### config.mk
export PLATFORM = sky130hd
export DESIGN_NAME = etc_tile_driver_flat
export DESIGN_NICKNAME = d
export VERILOG_FILES = /design/src/rtl/etc_tile_driver_if.sv /design/src/rtl/etc_tile_driver.sv /design/src/flat_wrapper.sv
export SDC_FILE = /design/constraint.sdc
export NUM_CORES = 2
export LEC_CHECK = 0
export CAP_MARGIN = 20
export CORE_AREA = 2 2 608 610
export CTS_BUF_LIST = sky130_fd_sc_hd__clkbuf_8
export DETAILED_ROUTE_END_ITERATION = 16
export DIE_AREA = 0 0 610 612
export PLACE_DENSITY = 0.33
export SETUP_SLACK_MARGIN = 0.5
export SLEW_MARGIN = 10
export SYNTH_ARGS = -nofsm -noshare
export SYNTH_HDL_FRONTEND = slang
export SYNTH_SLANG_ARGS = --single-unit
### constraint.sdc
create_clock -name clk -period 6.85 [get_ports clk]
set_clock_uncertainty 0.15 [all_clocks]
set_input_delay 0.685 -clock clk [delete_from_list [all_inputs] [get_ports clk]]
set_output_delay 0.685 -clock clk [all_outputs]
set_load 0.005 [all_outputs]
### src/rtl/etc_tile_driver_if.sv
// Bundle of job control, operand stream, core and result handshake signals for
// the 4x4 tile issue driver.
interface etc_tile_driver_if #(
    parameter int W  = 16,
    parameter int KW = 8
);
    logic                       start;
    logic [1:0]                 op_in;
    logic [KW-1:0]              k_tiles;
    logic                       busy;

    logic                       tile_valid;
    logic                       tile_ready;
    logic [3:0][3:0][W-1:0]     a_tile;
    logic [3:0][3:0][W-1:0]     b_tile;

    logic [1:0]                 core_op;
    logic [3:0][3:0][W-1:0]     core_a;
    logic [3:0][3:0][W-1:0]     core_b;
    logic [3:0][3:0][W-1:0]     core_out;

    logic                       res_valid;
    logic                       res_ready;
    logic [3:0][3:0][W-1:0]     res;

    // Environment side: job source, operand fetch, tile core and result sink.
    modport master (
        output start, op_in, k_tiles, tile_valid, a_tile, b_tile, core_out, res_ready,
        input  busy, tile_ready, core_op, core_a, core_b, res_valid, res
    );

    modport slave (
        input  start, op_in, k_tiles, tile_valid, a_tile, b_tile, core_out, res_ready,
        output busy, tile_ready, core_op, core_a, core_b, res_valid, res
    );
endinterface

### src/rtl/etc_tile_driver.sv
// Issue-side controller for the 4x4 tile core: feeds K operand pairs, tracks the
// core latency with a valid pipe and reduces the K partial tiles into one result.
module etc_tile_driver #(
    parameter int W        = 16,
    parameter int CORE_LAT = 2,
    parameter int KW       = 8
) (
    input logic              clk,
    input logic              rst,
    etc_tile_driver_if.slave bus
);

    typedef logic [3:0][3:0][W-1:0] tile_t;

    typedef enum logic [1:0] {
        IDLE  = 2'd0,
        ISSUE = 2'd1,
        DRAIN = 2'd2,
        DONE  = 2'd3
    } state_t;

    state_t          state;
    state_t          stateNext;

    logic [1:0]      opQ;
    logic [KW-1:0]   kQ;
    logic [KW-1:0]   issueCnt;
    logic [KW-1:0]   retireCnt;
    logic [CORE_LAT:0] vldPipe;

    tile_t           coreA;
    tile_t           coreB;
    tile_t           acc;

    logic            startOk;
    logic            accept;
    logic            retire;
    logic            lastIssue;
    logic            lastRetire;
    logic            tileReady;
    logic            resValid;
    logic            busyInt;

    // Element reduce: wrapping sum for MMA, unsigned min/max for the tropical ops.
    function automatic logic [W-1:0] reduceElem(input logic [1:0] op,
                                                input logic [W-1:0] a,
                                                input logic [W-1:0] b);
        logic [W-1:0] r;
        unique case (op)
            2'd0:    r = a + b;
            2'd1:    r = (b < a) ? b : a;
            default: r = (b > a) ? b : a;
        endcase
        return r;
    endfunction

    function automatic tile_t reduceTile(input logic [1:0] op,
                                         input tile_t a,
                                         input tile_t b);
        tile_t r;
        for (int i = 0; i < 4; i++) begin
            for (int j = 0; j < 4; j++) begin
                r[i][j] = reduceElem(op, a[i][j], b[i][j]);
            end
        end
        return r;
    endfunction

    assign startOk    = bus.start && (bus.k_tiles != '0);
    assign accept     = bus.tile_valid && (state == ISSUE);
    assign retire     = vldPipe[CORE_LAT];
    assign lastIssue  = ((issueCnt + KW'(1)) == kQ);
    assign lastRetire = ((retireCnt + KW'(1)) == kQ);

    always_comb begin
        stateNext = state;
        tileReady = 1'b0;
        resValid  = 1'b0;
        busyInt   = 1'b1;
        unique case (state)
            IDLE: begin
                busyInt = 1'b0;
                if (startOk) stateNext = ISSUE;
            end
            ISSUE: begin
                tileReady = 1'b1;
                if (accept && lastIssue) stateNext = DRAIN;
            end
            DRAIN: begin
                if (retire && lastRetire) stateNext = DONE;
            end
            DONE: begin
                resValid = 1'b1;
                if (bus.res_ready) stateNext = IDLE;
            end
            default: stateNext = IDLE;
        endcase
    end

    // Stage p0: operand registers feeding the core, plus the latency-matched valid pipe.
    always_ff @(posedge clk) begin
        if (rst) begin
            state     <= IDLE;
            opQ       <= '0;
            kQ        <= '0;
            issueCnt  <= '0;
            retireCnt <= '0;
            vldPipe   <= '0;
            coreA     <= '0;
            coreB     <= '0;
            acc       <= '0;
        end else begin
            state   <= stateNext;
            vldPipe <= {vldPipe[CORE_LAT-1:0], accept};

            if ((state == IDLE) && startOk) begin
                opQ       <= bus.op_in;
                kQ        <= bus.k_tiles;
                issueCnt  <= '0;
                retireCnt <= '0;
            end

            if (accept) begin
                coreA    <= bus.a_tile;
                coreB    <= bus.b_tile;
                issueCnt <= issueCnt + KW'(1);
            end

            // Stage p1: retire; the first partial seeds acc so no identity value is needed.
            if (retire) begin
                acc       <= (retireCnt == '0) ? bus.core_out
                                               : reduceTile(opQ, acc, bus.core_out);
                retireCnt <= retireCnt + KW'(1);
            end
        end
    end

    assign bus.busy       = busyInt;
    assign bus.tile_ready = tileReady;
    assign bus.res_valid  = resValid;
    assign bus.res        = acc;
    assign bus.core_op    = opQ;
    assign bus.core_a     = coreA;
    assign bus.core_b     = coreB;

endmodule

### src/flat_wrapper.sv
// flat-port wrapper written by rule: the top's interface ports become plain ports
module etc_tile_driver_flat 
#(
    parameter int W        = 16,
    parameter int CORE_LAT = 2,
    parameter int KW       = 8
)
  (clk, rst, bus_start, bus_op_in, bus_k_tiles, bus_tile_valid, bus_a_tile, bus_b_tile, bus_core_out, bus_res_ready, bus_busy, bus_tile_ready, bus_core_op, bus_core_a, bus_core_b, bus_res_valid, bus_res);
  etc_tile_driver_if #(.W(W), .KW(KW)) bus_i ();
  input logic clk;
  input logic rst;
  input wire logic [$bits(bus_i.start)-1:0] bus_start;
  input wire logic [$bits(bus_i.op_in)-1:0] bus_op_in;
  input wire logic [$bits(bus_i.k_tiles)-1:0] bus_k_tiles;
  input wire logic [$bits(bus_i.tile_valid)-1:0] bus_tile_valid;
  input wire logic [$bits(bus_i.a_tile)-1:0] bus_a_tile;
  input wire logic [$bits(bus_i.b_tile)-1:0] bus_b_tile;
  input wire logic [$bits(bus_i.core_out)-1:0] bus_core_out;
  input wire logic [$bits(bus_i.res_ready)-1:0] bus_res_ready;
  output wire logic [$bits(bus_i.busy)-1:0] bus_busy;
  output wire logic [$bits(bus_i.tile_ready)-1:0] bus_tile_ready;
  output wire logic [$bits(bus_i.core_op)-1:0] bus_core_op;
  output wire logic [$bits(bus_i.core_a)-1:0] bus_core_a;
  output wire logic [$bits(bus_i.core_b)-1:0] bus_core_b;
  output wire logic [$bits(bus_i.res_valid)-1:0] bus_res_valid;
  output wire logic [$bits(bus_i.res)-1:0] bus_res;
  assign bus_i.start = bus_start;
  assign bus_i.op_in = bus_op_in;
  assign bus_i.k_tiles = bus_k_tiles;
  assign bus_i.tile_valid = bus_tile_valid;
  assign bus_i.a_tile = bus_a_tile;
  assign bus_i.b_tile = bus_b_tile;
  assign bus_i.core_out = bus_core_out;
  assign bus_i.res_ready = bus_res_ready;
  assign bus_busy = bus_i.busy;
  assign bus_tile_ready = bus_i.tile_ready;
  assign bus_core_op = bus_i.core_op;
  assign bus_core_a = bus_i.core_a;
  assign bus_core_b = bus_i.core_b;
  assign bus_res_valid = bus_i.res_valid;
  assign bus_res = bus_i.res;
  etc_tile_driver #(.W(W), .CORE_LAT(CORE_LAT), .KW(KW)) u_core (.clk(clk), .rst(rst), .bus(bus_i));
endmodule
Yosys cells after proc, flatten, opt, wreduce, memory -nomap -nowiden
Index checks and enable logic that the tools add are counted.
W data, S select, Z words.
{"block": "totals", "output_inout_bits": 773, "register_bits": 799, "input_bits": 783, "wordCells": 234}
{"block": "classes", "n_reduce_logical": 44, "eq_ne": 26, "n_mux": 60, "n_addsub": 18, "magnitude_cmp": 32}
{"cell": "$mux W16", "count": 32}
{"cell": "$pmux W16 S2", "count": 16}
{"cell": "$add A16 B16 Y16", "count": 16}
{"cell": "$gt A16 B16 Y1", "count": 16}
{"cell": "$lt A16 B16 Y1", "count": 16}
{"cell": "$mux W256", "count": 1}
{"cell": "$reduce_bool A4 Y1", "count": 16}
{"cell": "$ne A3 B1 Y1 const B", "count": 16}
{"cell": "$reduce_and A3 Y1", "count": 16}
{"cell": "$mux W8", "count": 3}
{"cell": "$add A8 B1 Y8 const B", "count": 2}
{"cell": "$eq A8 B8 Y1", "count": 2}
{"cell": "$logic_not A8 Y1", "count": 1}
{"cell": "$mux W2", "count": 4}
{"cell": "$pmux W2 S4", "count": 1}
{"cell": "$reduce_bool A8 Y1", "count": 1}
{"cell": "$logic_and A1 B1 Y1", "count": 5}
{"cell": "$eq A2 B1 Y1 const B", "count": 2}
{"cell": "$eq A2 B2 Y1 const B", "count": 2}
{"cell": "$logic_not A2 Y1", "count": 2}
{"cell": "$ne A2 B1 Y1 const B", "count": 2}
{"cell": "$ne A2 B2 Y1 const B", "count": 2}
{"cell": "$reduce_and A4 Y1", "count": 1}
{"cell": "$reduce_bool A2 Y1", "count": 2}
{"cell": "$mux W1", "count": 3}

Longest topological paths before layout
{"block": "logic_depth", "word_depth": 5, "mapped_depth": 14}

Least setup slack after synthesis
OpenSTA, ideal clock, no wires.
{"block": "synth_timing", "path_type": "input to register", "from": "input bus_core_out[112]", "to": "register u_core.acc, in the netlist u_core.bus.res[126]", "arrival_ps": 3014, "setup_slack_ps": 3591, "required_ps": 6605, "n_path_buf": 0, "path_stages": 11, "cell_sequence": "ha_1 fa_1 nor2b_1 o21a_1 o31ai_1 a31oi_1 a221o_1 o41ai_1 xor2_1 nand2_1 a221oi_1"}
{"block": "synth_between", "elab_chain_len": 3, "word_cells_on_any_way": 8, "classes_between": "1 x add/sub; 2 x order compare; 1 x eq/ne; 2 x mux; 2 x reduce/logical"}
{"item": "from (decl)", "line": "flat_wrapper.sv:18", "rtl": "input wire logic [$bits(bus_i.core_out)-1:0] bus_core_out;"}
{"item": "$add A16 B16 Y16, or another cell as far along", "line": "etc_tile_driver.sv:50", "rtl": "2'd0: r = a + b;"}
{"item": "$pmux W16 S2, or another cell as far along", "line": "etc_tile_driver.sv:49", "rtl": "unique case (op)"}
{"item": "$mux W256 or $reduce_and A3 Y1 (tied branches)"}
{"item": "to (signal assigned)", "line": "etc_tile_driver.sv:131", "rtl": "acc <= (retireCnt == '0) ? bus.core_out"}
{"item": "to (decl)", "line": "etc_tile_driver.sv:33", "rtl": "tile_t acc;"}
Several ways; a longest one is shown, not always the timed one.
A chain may end at the register's enable or synchronous reset.

Worst setup path in the final report
{"block": "layout_timing", "from": "register u_core.retireCnt[0]", "to": "register u_core.acc, in the netlist u_core.bus.res[205]"}
{"block": "layout_between", "elab_chain_len": 3, "word_cells_on_any_way": 5, "classes_between": "1 x eq/ne; 1 x mux; 3 x reduce/logical"}
{"item": "from (decl)", "line": "etc_tile_driver.sv:28", "rtl": "logic [KW-1:0] retireCnt;"}
{"item": "from (signal assigned)", "line": "etc_tile_driver.sv:133", "rtl": "retireCnt <= retireCnt + KW'(1);"}
{"item": "$logic_not A8 Y1 (*)", "line": "etc_tile_driver.sv:131"}
{"item": "$ne A3 B1 Y1 (no source line) or $reduce_bool A4 Y1 (tied branches)"}
{"item": "$reduce_and A3 Y1 (no source line)"}
Mark *: on every way between the ends. The rest lies on a longest branch, timed or not.

==> run metrics <==
status completed; Fillers 41,076; Crit-path slowest cell or2b_2; Setup Fix Bufs, Post-CTS 0; Logic pwr share 28.4%; clk_lat worst skew 970 ps; FMAX 242 MHz; critical path peak fanout 13; HP Class in -> reg; area added between synthesis and finish 59.0%; register bit total from synthesis 799; clock sinks between 700 and 800; CTS Hold Buffers Added 334; warning count from the yosys run 0; initial core utilization ~13%; Max Cap Viol 0; top cell type by total area after synthesis dfxtp_1; Hold Vio Cnt, Final 0; Seq/Total Area, Yosys 33.7%; worst path cell trace inv_1, ha_1, or4b_4, nor4_4, or2b_2, a21oi_1, a211oi_4, buf_4, nor3_1, a41oi_1, o21ai_0; TritonCTS clock tree built; Buf/Inv on CP 2; Residual DRC 0; first-pass GRT wire length roughly 430,000 µm; CP peak stage delay a little over 700 ps; Via Count between 50,000 and 60,000; WL per Instance 24.5 µm; Clk pwr share a little under two fifths; Pwr Density 211 nW/µm²; dpl cells 12,287; final period utilization between 60% and 70%; Net Sw Power 5.69 mW; Worst setup EP type register; GRT Util Overall between 10% and 20%; Leak 27.1 nW; Worst Path Arrival 4790 ps; Synth area leaders dfxtp_1, ha_1, nand2_1, a21oi_1, nor2_1; Slew HR 23.3%; Netlist cell types 93; DR pass1 iterations 7; largest net degree at the start of global routing about 170; vias in the first global route 50,986; share of cells above drive strength 1 4.56%; Crit Path Class reg -> reg; fin cells 12,987; CTS HTree Levels 4; CTS clk-pin slew, worst paths about 60 ps; worst slew pin tran 1150 ps; Initial DRC Count 2,815; synthesized instance count 6,186; Congestion Overflow GR 0; initial antenna violation count 144; syn avg cell area 7.68 µm²; CP startpoint kind register; GP Congestion 0.850; syn nets 7,488; dpl hpwl 260,000 µm; Post-synth top cells nand2_1, a21oi_1, dfxtp_1; Worst EP required 7510 ps; switch share 35.8%; number of synthesized flops with an enable pin 0; Setup TNS Final 0 ps; post-CTS resize count 0; Post-Place Cell Area 68,400 µm²; Int Pwr approximately 10 mW; root buffer cell clkbuf_8; worst vdd ir about 140 µV; most frequent cell after synthesis nand2_1; sequential power share 34.1%; routed wire length 318,000 µm; number of cell rows 223; final setup violation count 0; Post-synth top flop dfxtp_1; core area 367,000 µm²; fin crit period 4130 ps; post-route ant nets 0; unrepaired setup endpoints after global routing no; Bufs on Longest Clock Path 4; final instance area 75,500 µm²; Max Transition Viols Final 0; input/output buffers 1,555; clock buffer count from CTS 192; die area ~370,000 µm²; Hold WS around 140 ps; Die Y-Extent approximately 600 µm; delay-heaviest family, CP simple AND/OR/NAND/NOR gates; post-synthesis async set-or-reset flop share 0%; area share of the largest cell type after synthesis 33.7%; die width just over 600 µm; number of top-level pins 1,556; vias per inst 3.93; nets@finish roughly 9,300; Netlist Area Pre-Place 47,500 µm²
[final cells by class]
type | count | area, µm² | area share, %
clock inverter | 93 | 531 | 0.702
sequential | 799 | 16000 | 21.2
tap | 4837 | 6050 | 8.01
timing repair buffer | 1939 | 19500 | 25.8
multi-input combinational | 4638 | 28700 | 38.0
inverter | 409 | 1540 | 2.03
antenna | 42 | 105 | 0.139
clock buffer | 230 | 3170 | 4.19
[flip-flops by register name (all words and copies together), names as in the netlist]
signal and cells:
u_core.issueCnt 8, u_core.vldPipe 3, u_core.bus.res 256, u_core.retireCnt 8, u_core.kQ 8, u_core.bus.core_a 256
u_core.bus.core_b 256, u_core.state 2, u_core.bus.core_op 2
[power groups by stage]
stage	combinational (mW)	clock (mW)	sequential [mW]
2_1_floorplan	1.72	0	5.47
3_3_place_gp	4.43	0	5.51
3_5_place_dp	4.44	0	5.52
4_1_cts	4.63	6.32	5.43
5_1_grt	4.88	6.46	5.47
6_report	4.52	5.96	5.43
[cells in the final DEF, fill, tap and decap left out, drive strengths merged, types with 73 or more instances in the layout]
master            n
dfxtp           799
a211oi           78
dlygate4sd3     334
ha              503
nor2            446
nand2          1306
nor3             76
mux2i            73
xnor2           168
nor2b            80
a21oi           924
inv             481
o21ai           144
clkdlybuf4s50  1554
a211o           106
clkbuf          230
[per-layer routing]
| metal | track usage [%] | routed length (µm) |
|---|---|---|
| met1 | 17.9 | 123000 |
| met2 | 28.9 | 157000 |
| met3 | 5.06 | 23100 |
| met4 | 6.50 | 14300 |
| met5 | 0 | 585 |
[path summary, 6_finish.rpt]
kind                                           from                     end  slack [ps]  cells past startpoint
worst min-delay path                bus_b_tile[160]  u_core.bus.core_b[160]         140                      3
worst max-delay path            u_core.retireCnt[0]     u_core.bus.res[205]        2720                     11
worst min register to register    u_core.vldPipe[1]       u_core.vldPipe[2]         290                      1
worst max register to register  u_core.retireCnt[0]     u_core.bus.res[205]        2720                     11
[kinds of logic (layout without fill, tap and decap cells)]
family                   count (synthesis)  in the layout  share of synthesized area (%)
AND/OR/NAND/NOR                       2191           2191                           19.6
AO/OA/AOI/OAI                         1631           1631                           20.9
flip-flops                             799            799                           33.7
buffers and inverters                  749           2671                           6.17
adder cells (fa/ha/maj)                519            519                           13.9
XOR/XNOR                               218            218                           4.02
multiplexers                            79             79                           1.68
other                                    0             42                              0
[per-stage QoR]
stage                     power (mW)  setup slack (ps)  utilization [%]
after floorplan                 7.19              3590                -
after global placement          9.94              2100             18.6
after detailed placement        9.96              2150             18.6
after CTS                       16.4              2630             20.5
after global routing            16.8              2500             20.6
final                           15.9              2720             20.6
[worst register-to-register path: stages, from the launching register on]
cell and delay, ps:
dfxtp_1 360, inv_1 80, ha_1 140, or4b_4 470, nor4_4 450, or2b_2 720, a21oi_1 200, a211oi_4 700
buf_4 340, nor3_1 70, a41oi_1 170, o21ai_0 110
Note: power is estimated with default switching activity, not from simulation.
